<file path="src/rtl/mem_access_stage.sv">
// mem_access_stage
//   Memory stage behind the EX/MEM pipeline register. ALU-only instructions
//   pass straight through to the MEM/WB beat with one cycle of latency.
//   Loads and stores are latched, issued to data memory with a req/ready
//   handshake, and the upstream pipe is stalled until the access completes.
//
//   Optional feature macro: MEM_TIMEOUT_EN
//     When defined, an ACCESS that sees TIMEOUT_CYCLES cycles without
//     mem_ready is aborted. The instruction is squashed (wb_valid=1,
//     wb_write=0) and mem_error pulses. When undefined, ACCESS waits forever
//     and mem_error is tied low.
//
// Ports
//   clk, reset          clock, synchronous active-high reset
//   valid_in, is_*_in   EX/MEM control, sampled only while IDLE
//   alu_result_in       ALU result / memory address
//   register_d_in       destination register
//   store_data_in       store write data
//   stall_out           hold EX/MEM and earlier stages (high in ACCESS)
//   mem_req/we/addr/wdata, mem_ready, mem_rdata   data-memory handshake
//   wb_valid, wb_write, wb_data, wb_register_d    MEM/WB writeback beat
//   mem_error           timeout abort pulse
module mem_access_stage #(
    parameter int unsigned TIMEOUT_CYCLES = 16
) (
    input  logic        clk,
    input  logic        reset,
    input  logic        valid_in,
    input  logic        is_write_in,
    input  logic        is_load_in,
    input  logic        is_store_in,
    input  logic [31:0] alu_result_in,
    input  logic [4:0]  register_d_in,
    input  logic [31:0] store_data_in,
    output logic        stall_out,
    output logic        mem_req,
    output logic        mem_we,
    output logic [31:0] mem_addr,
    output logic [31:0] mem_wdata,
    input  logic        mem_ready,
    input  logic [31:0] mem_rdata,
    output logic        wb_valid,
    output logic        wb_write,
    output logic [31:0] wb_data,
    output logic [4:0]  wb_register_d,
    output logic        mem_error
);

    typedef enum logic {IDLE = 1'b0, ACCESS = 1'b1} state_t;

    state_t     state, state_nxt;
    logic       is_mem, accept_mem, done_ok, done_abort, timeout_hit;
    logic       lat_write;
    logic [4:0] lat_rd;

`ifdef MEM_TIMEOUT_EN
    localparam int unsigned CNT_W = $clog2(TIMEOUT_CYCLES + 1);

    logic [CNT_W-1:0] to_cnt;
    logic             err_q;

    // Abort on the edge where this non-ready cycle would bring the count
    // to TIMEOUT_CYCLES; a ready on that same edge wins (checked first).
    assign timeout_hit = (to_cnt == CNT_W'(TIMEOUT_CYCLES - 1));

    always_ff @(posedge clk) begin
        if (reset) begin
            to_cnt <= '0;
            err_q  <= 1'b0;
        end else begin
            err_q <= done_abort;
            if (accept_mem)
                to_cnt <= '0;
            else if (state == ACCESS && !mem_ready)
                to_cnt <= to_cnt + CNT_W'(1);
        end
    end

    assign mem_error = err_q;
`else
    assign timeout_hit = 1'b0;
    assign mem_error   = 1'b0;
`endif

    assign stall_out = (state == ACCESS);

    always_comb begin
        state_nxt  = state;
        accept_mem = 1'b0;
        done_ok    = 1'b0;
        done_abort = 1'b0;
        is_mem     = is_load_in | is_store_in;
        case (state)
            IDLE: begin
                if (valid_in && is_mem) begin
                    accept_mem = 1'b1;
                    state_nxt  = ACCESS;
                end
            end
            ACCESS: begin
                if (mem_ready) begin
                    done_ok   = 1'b1;
                    state_nxt = IDLE;
                end else if (timeout_hit) begin
                    done_abort = 1'b1;
                    state_nxt  = IDLE;
                end
            end
        endcase
    end

    always_ff @(posedge clk) begin
        if (reset) begin
            state         <= IDLE;
            mem_req       <= 1'b0;
            mem_we        <= 1'b0;
            mem_addr      <= '0;
            mem_wdata     <= '0;
            wb_valid      <= 1'b0;
            wb_write      <= 1'b0;
            wb_data       <= '0;
            wb_register_d <= '0;
            lat_write     <= 1'b0;
            lat_rd        <= '0;
        end else begin
            state    <= state_nxt;
            wb_valid <= 1'b0;
            wb_write <= 1'b0;
            if (accept_mem) begin
                // Store wins when both flags are set; mem_we doubles as the
                // latched "is store" bit and mem_addr as the latched address.
                mem_req   <= 1'b1;
                mem_we    <= is_store_in;
                mem_addr  <= alu_result_in;
                mem_wdata <= store_data_in;
                lat_write <= is_write_in;
                lat_rd    <= register_d_in;
            end else if (state == IDLE && valid_in) begin
                wb_valid      <= 1'b1;
                wb_write      <= is_write_in;
                wb_data       <= alu_result_in;
                wb_register_d <= register_d_in;
            end else if (done_ok) begin
                mem_req       <= 1'b0;
                wb_valid      <= 1'b1;
                wb_register_d <= lat_rd;
                if (mem_we) begin
                    wb_write <= 1'b0;
                    wb_data  <= mem_addr;
                end else begin
                    wb_write <= lat_write;
                    wb_data  <= mem_rdata;
                end
            end else if (done_abort) begin
                mem_req       <= 1'b0;
                wb_valid      <= 1'b1;
                wb_write      <= 1'b0;
                wb_data       <= mem_addr;
                wb_register_d <= lat_rd;
            end
        end
    end

endmodule

</file>
<file path="config.mk">
export PLATFORM = sky130hd
export DESIGN_NAME = mem_access_stage
export DESIGN_NICKNAME = d
export VERILOG_FILES = /design/src/rtl/mem_access_stage.sv
export SDC_FILE = /design/constraint.sdc
export NUM_CORES = 1
export LEC_CHECK = 0
export BUFFER_PORTS_ARGS = -buffer_cell sky130_fd_sc_hd__buf_2
export CORE_MARGIN = 1.5
export CORE_UTILIZATION = 52
export DETAILED_ROUTE_END_ITERATION = 6
export MAX_ROUTING_LAYER = met4
export PLACE_DENSITY_LB_ADDON = 0.15
export SLEW_MARGIN = 20
export SYNTH_ARGS = -nofsm -noshare
export SYNTH_HDL_FRONTEND = slang
export SYNTH_SLANG_ARGS = --single-unit
</file>
<file path="constraint.sdc">
create_clock -name clk -period 3.9 [get_ports clk]
set_input_delay 0.78 -clock clk [delete_from_list [all_inputs] [get_ports clk]]
set_output_delay 0.78 -clock clk [all_outputs]
set_load 0.01 [all_outputs]
</file>
* Yosys cells after proc, flatten, opt, wreduce, memory -nomap -nowiden
Index checks and enable logic that the tools add are counted. Widths: inputs -> output; s select.
Word-level totals: register bits 112, bits of input ports 108, output and inout bits 107, logic and storage cells 41
Cells by class: equality and inequality tests 1, multiplexer cells 19, bitwise operators 3, reductions and logical operators 7
Operator list (count):
- $mux 32 | 3
- $mux 1 | 13
- $mux 5 | 2
- $reduce_and 2->1 | 2
- $reduce_bool 2->1 | 2
- $logic_and 1x1->1 | 2
- $ne 2x2->1 const B | 1
- $not 1->1 | 2
- $pmux 1 s2 | 1
- $reduce_or 2->1 | 1
- $or 1x1->1 | 1

* Logic depth before layout (Yosys ltp)
Gate-level depths: netlist of the first run.
word-level depth 6, mapped depth 6, mapped depth without buffers 3

* Least setup slack after synthesis of the first run
Ideal clock, no wire load.
kind input -> register, start point input port is_store_in, end point register wb_data[1], library setup time 120 ps, arrival time 1639 ps, data required time 3780 ps, path slack 2141 ps, stages 4, path buffers 1, path through nor4b_4 -> nor3_4 -> buf_6 -> o2bb2ai_1
Between the ends: cells in the longest elaborated chain, start to end 6
Ends and longest elaborated chain:
- from (decl) | RTL line 31 | input logic is_store_in,
- $or 1x1->1 | RTL line 92 | is_mem = is_load_in | is_store_in;
- $logic_and 1x1->1 | RTL line 95 | if (valid_in && is_mem) begin
- $mux 1 | RTL line 95
- $mux 1 | RTL line 93 | case (state)
- $not 1->1 (no line)
- $reduce_and 2->1 (no line)
- to (signal assigned) | RTL line 141 | wb_data <= alu_result_in;
- to (signal assigned) | RTL line 149 | wb_data <= mem_addr;
- to (signal assigned) | RTL line 152 | wb_data <= mem_rdata;
- to (decl) | RTL line 44 | output logic [31:0] wb_data,
No other way between the ends. A chain may end at the register's enable or synchronous reset.

==> results of run 1 <==
-- per-layer routing --
layer / track usage / vias up
met4: 0.0588 / 0
met2: 0.415 / 189
met3: 0.0676 / 10
li1: - / 2247
met5: - / -
met1: 0.324 / 2199
-- stage by stage --
stage,cell area [um^2],util
2_1_floorplan,5050,-
5_1_grt,6240,0.669
3_3_place_gp,6030,0.647
4_1_cts,6240,0.669
6_report,6240,0.669
3_5_place_dp,6060,0.650
-- worst register-to-register path, stage by stage, from the launching register on --
cell,delay (ns)
dfxtp_1,0.55
nand2b_4,0.65
buf_4,0.42
mux2i_1,0.27
o2bb2ai_2,0.08
-- cell type report --
cell class	count	area, um^2
diodes	1	2.50
clock buffers	10	138
clock inverters	6	41.3
fillers	789	3080
inverters	1	3.75
multi-input cells	348	2480
flip-flops and latches	112	2240
well taps	129	161
repair buffers	224	1170
-- worst max path at each step --
stage / endpoint / slack [ns]
detailed placement: wb_data[31] / 1.43
CTS: wb_data[14] / 1.81
floorplan: wb_data[1] / 2.14
global route: mem_we / 1.63
finish: wb_data[19] / 1.79
global placement: wb_valid / 1.45
-- kinds of logic after synthesis --
logic type | synth area share
other | 0.000742
AND/OR/NAND/NOR | 0.103
multiplexers | 0.135
buffers and inverters | 0.0686
flip-flops | 0.444
AO/OA/AOI/OAI | 0.249
-- cell usage in the layout, fill, tap and decap left out, types with 2 or more instances in the layout --
| cell type | synthesis | layout |
|---|---|---|
| o2bb2ai_1 | 3 | 3 |
| nand3_1 | 70 | 70 |
| buf_4 | 3 | 10 |
| clkbuf_8 | 0 | 10 |
| a21oi_1 | 73 | 73 |
| clkinv_2 | 0 | 3 |
| mux2_2 | 32 | 32 |
| inv_6 | 0 | 2 |
| nand3b_1 | 2 | 2 |
| o21ai_0 | 71 | 71 |
| dfxtp_1 | 112 | 111 |
| nor3_1 | 5 | 5 |
| a311oi_1 | 5 | 5 |
| o2bb2ai_2 | 29 | 29 |
| mux2i_1 | 32 | 32 |
| buf_2 | 13 | 213 |
| nand2_1 | 14 | 14 |
-- flip-flops by register name, indices dropped and copies added, names as in the netlist --
signal         flops
wb_valid           1
mem_wdata         32
wb_data           32
lat_write          1
wb_write           1
stall_out          1
mem_we             1
mem_req            1
wb_register_d      5
mem_addr          32
lat_rd             5
-- where the power goes --
part | internal (mW) | total, mW | switching, mW | leakage, nW
combinational | 0.203 | 0.457 | 0.254 | 1.79
clock | 0.253 | 0.643 | 0.390 | 0.0968
sequential | 1.21 | 1.26 | 0.0493 | 0.917
total | 1.67 | 2.36 | 0.693 | 2.81
==> results.md, run 1 <==
* WL met1 at 5530 um
* Max Clk Rate at around 0.47 GHz
* Most common cell in the synthesized netlist: dfxtp_1
* RSZ-0062 raised after global routing: false
* Pwr dens at between 300 and 400 nW/um^2
* WP data arrival at 2.36 ns
* Largest stage delay on the critical path at 0.65 ns
* Post-synth top area cell: dfxtp_1
* YS warnings at 0
* Non-filler cells, final at 831
* CTS sink count at around 110
* Hold wc startpoint: wb_data[0]
* Worst Max-Slew Pin Slew at ~0.81 ns
* Top post-synthesis cells by area: dfxtp_1, o2bb2ai_2, a21oi_1
* Ys flop type: dfxtp_1
* # rows at 35
* Post_cts resized at 0
* Syn Nets at 626
* Max Cap Viol at 0
* DRT iter0 DRCs at between 200 and 250
* Peak VDD IR at 0.000257 V
* Post-route antenna net violation count at 0
* Total power at ~2.4 mW
* Post-synthesis cell type count at 33
* Worst r2r path cells at 4
* CTS tree: built
* WP buf/inv at 3
* GRT Overall Usage at 0.258
* First-pass GRT wire length at 20500 um
* Crit path cell chain: buf_2 > buf_4 > o21bai_4 > buf_16 > o2bb2ai_2
* Crit end category: flip-flop
* Total number of vias at 4645
* CP top delay family: buffers and inverters
* Syn Std Cell Area at 5050 um^2
* Final setup violation count at 0
* 1st-pass router iterations at 6
* Die H at 102 um
* Global route overflow at 0
* Clock-pin transition on the worst setup and hold timing paths at 0.10 ns
* Sequential share of the synthesized area at 0.444
* Crit. path cell count at 5
* Post-DR wirelength/cell at 15.9 um
* Reg2Reg Launch Point: stall_out
* Max layer used: met4
* Reg2reg end: wb_data[13]
* Post-Syn Instances at about 520
* Metal3 WL at 1050 um
* Largest net degree at the start of global routing at 81
* Die Area at 10300 um^2
* Avg Vias per Cell at 5.59
* PnR worst setup slack at 1.79 ns
* Fraction of layout cells with a size suffix above 1 at 0.441
* #FFs+latches synth at 112
* CP startpoint kind: input port
* Initial antenna violation count at 1
* Fin nets at 804
* Min-Delay Path Class: reg -> reg
* CP Max Fanout at 80
* Most frequent cells after synthesis: dfxtp_1, a21oi_1, o21ai_0
* R2r setup slk at around 1.8 ns
* HPWL Detailed at 9250 um
* Max_slew headroom at 0.460
* CTS max path bufs at 2
* Number of global-route vias before repair at around 4200
* Area delta synth->final at 23.6%
* Die X at 102 um
* Setup TNS at 0 ns
* Post-layout min period at 2.11 ns
* Post-Syn Area per Cell at 9.75 um^2
* Final Cycle Share at 0.540
* Slowest CP cell: buf_4
* Worst hold path stage count at 1
* Core footprint at 9330 um^2
* CP Class: in -> reg
* Root Driver: clkbuf_8
* Later-pin clock latency in the skew report at 0.36 ns
* Final Hold Vio Count at 0
* Total wire length at 13200 um
* Ports at 215
* Met2 wire len at 6530 um
* Share of the synthesized area in the top cell type at 0.444
* # port buffers at between 200 and 250
* DP Worst Slack at 1.43 ns
* Slew Viols, Final at 0
* Worst Skew at 0.0130 ns
* Starting density of the core at 0.542
* CTS H-tree lvls at 3
* Total placed cells including tap cells at 814
* # Post-CTS Setup Buffers at 0
* Post-synth EDFFs at 0
* Critical path launch point: reset
* Num CTS Buffers at 9
* Status: completed
* Fraction of registers with async set/reset at 0
* CP required at 4.15 ns
* GPL Wtd Cong at 0.810
* # DRC at 0
* CTS hold repair buffers at 0
* Hold Path End: wb_data[0]
* Leakage at around 2.8 nW
* Hold_ws at 0.474 ns
Note: power is estimated with default switching activity, not from simulation.
==> run 2: changes to the inputs <==
Settings changed: CORE_UTILIZATION 52 to 43.
Clock period 3.9 ns to 1.7 ns, I/O delays scaled along.
==> run 2 against run 1 <==
Net effect:
- sequential share of layout area fell by 1.4 points
- cell area rose by 4.0%
- via count barely moved
- first-iteration DRC count rose by 32%
- clock-buffer cell count fell by 1
- critical path depth did not move
- non-clock buffer count rose by 5
- clock skew fell by 0.0057 ns
- final cell count rose by 2.2%
- critical path type is now reg -> reg
==> results.md, run 2 (same netlist as run 1, synthesis figures left out) <==
* Status: completed
* Max Cap Viol at 0 (unchanged)
* Post-layout min period at 1.52 ns
* Most common cell after layout, fill and taps aside: buf_2
* CP startpoint kind: flip-flop
* Global route overflow at 0 (unchanged)
* Total wire length at 13700 um (+3.3%)
* Antenna Cells at 0 (-1)
* Fin nets at 809 (+0.62%)
* CP Class: reg -> reg
* CTS max path bufs at 2 (unchanged)
* Later-pin clock latency in the skew report at 0.35 ns (about the same)
* Final setup violation count at 0 (unchanged)
* Slew Viols, Final at 0 (unchanged)
* Post-Layout Inst Area at 6490 um^2 (+4.0%)
* Dpl cell area at 6200 um^2 (+2.2%)
* CTS tree: built
* Largest net degree at the start of global routing at 78 (-3.7%)
* Core footprint at 11400 um^2 (+22%)
* # DRC at 0 (unchanged)
* Sequential cell area at 2240 um^2 (about the same)
* Final core occ at 0.569 (-0.101)
* Fraction of layout cells with a size suffix above 1 at 0.445 (+0.00396)
* Most frequent cells in the layout: buf_2, dfxtp_1, a21oi_1
* Worst Max-Slew Pin Slew at 0.517 ns (-0.294 ns)
* DRT iter0 DRCs at 270 (+32%)
* RSZ-0062 raised after global routing: false
* Filler Cells Inserted at 1041 (+32%)
* Min-Delay Path Class: in -> reg
* HPWL Detailed at 9240 um (about the same)
* Post-DR wirelength/cell at 16.1 um (+1.1%)
* Root Driver: clkbuf_16
* # port buffers at 213 (unchanged)
* Die H at 111 um (+9.7%)
* Area delta synth->final at 28.6%
* Setup TNS at 0 ns (unchanged)
* CTS sink count at 112 (unchanged)
* Final Hold Vio Count at 0 (unchanged)
* Pwr dens at 941 nW/um^2 (+150%)
* Multi-input combinational cell area at 2490 um^2 (about the same)
* # Post-CTS Setup Buffers at 0 (unchanged)
* Ports at 215 (unchanged)
* Avg Vias per Cell at 5.47 (-2.2%)
* Die X at 111 um (+9.7%)
* Max_slew headroom at 0.656 (+0.196)
* Leakage at 2.90 nW (+3.4%)
* Total number of vias at 4642 (-0.065%)
* Die Area at 12400 um^2 (+20%)
* Post-route antenna net violation count at 0 (unchanged)
* GRT Overall Usage at 0.225 (-0.0331)
* Total placed cells including tap cells at 833 (+2.3%)
* CP Max Fanout at 19 (-76%)
* GPL Wtd Cong at 0.777 (-4.0%)
* CP required at 1.99 ns (-2.16 ns)
* Initial antenna violation count at 0 (-1)
* Peak VDD IR at 0.000785 V (+200%)
* Max Clk Rate at ~0.66 GHz
* Worst Skew at 0.00731 ns (-0.00565 ns)
* WP data arrival at 1.80 ns (-0.56 ns)
* Non-filler cells, final at 849 (+2.2%)
* CTS H-tree lvls at 3 (unchanged)
* CTS hold repair buffers at 0 (unchanged)
* Largest registers: mem_addr: 32 flops, mem_wdata: 32 flops, wb_data: 32 flops
* Number of global-route vias before repair at 4451 (+6.7%)
* Clock-pin transition on the worst setup and hold timing paths at 0.07 ns (-0.03 ns)
* Hold_ws at 0.231 ns (-0.243 ns)
* Starting density of the core at 0.442 (-0.0992)
* Num CTS Buffers at 9 (unchanged)
* First-pass GRT wire length at 22000 um (+7.3%)
* Final Cycle Share at 0.892
* Crit end category: flip-flop
* # rows at 39 (+11%)
* 1st-pass router iterations at 5 (-1)
==> run 2: layer usage <==
metal | vias up | share of wire | global-route usage | wire length, um
li1 | 2251 | - | - | -
met1 | 2239 | 0.44 | 0.271 | 5960
met2 | 139 | 0.50 | 0.378 | 6780
met3 | 13 | 0.054 | 0.0419 | 742
met4 | 0 | 0.015 | 0.0768 | 201
met5 | - | 0 | - | 0
==> run 2: worst paths after layout <==
| kind | slack [ns] | startpoint | cells past startpoint | to |
|---|---|---|---|---|
| worst max-delay path | 0.18 | stall_out | 5 | mem_wdata[18] |
| worst min register to register | 0.46 | wb_data[1] | 1 | wb_data[1] |
| worst min-delay path | 0.23 | store_data_in[26] | 3 | mem_wdata[26] |
| worst max register to register | 0.18 | stall_out | 5 | mem_wdata[18] |
==> run 2: power breakdown <==
| group | switching [mW] | internal [mW] |
|---|---|---|
| Combinational | 0.602 | 0.501 |
| Clock | 0.976 | 1.14 |
| Sequential | 0.103 | 2.79 |
==> run 2: through the flow <==
stage	setup slack, ns	total power [mW]
6_report	0.183	6.11
5_1_grt	0.0587	6.38
4_1_cts	0.125	6.17
3_5_place_dp	0.133	4.06
3_3_place_gp	0.184	4.03
2_1_floorplan	0.266	3.63
==> run 2: final cells by class <==
class | instances | share of cell area
Timing Repair Buffer | 229 | 0.198
Clock buffer | 9 | 0.0347
Multi-Input combinational cell | 348 | 0.383
Tap cell | 143 | 0.0275
Clock inverter | 7 | 0.0112
Inverter | 1 | 0.000578
Sequential cell | 112 | 0.345
==> run 2: what timing repair did <==
action,4_1_cts,5_1_grt
hold endpoints to repair,0,0
gates resized for setup,0,1
endpoints found under the setup margin,0,1
==> run 2: worst max-delay path: stages, from the launching register on <==
cell and delay [ns]:
dfxtp_1 0.52, nand2b_4 0.24, buf_4 0.19, buf_4 0.23
o21ai_0 0.12, a21oi_1 0.15
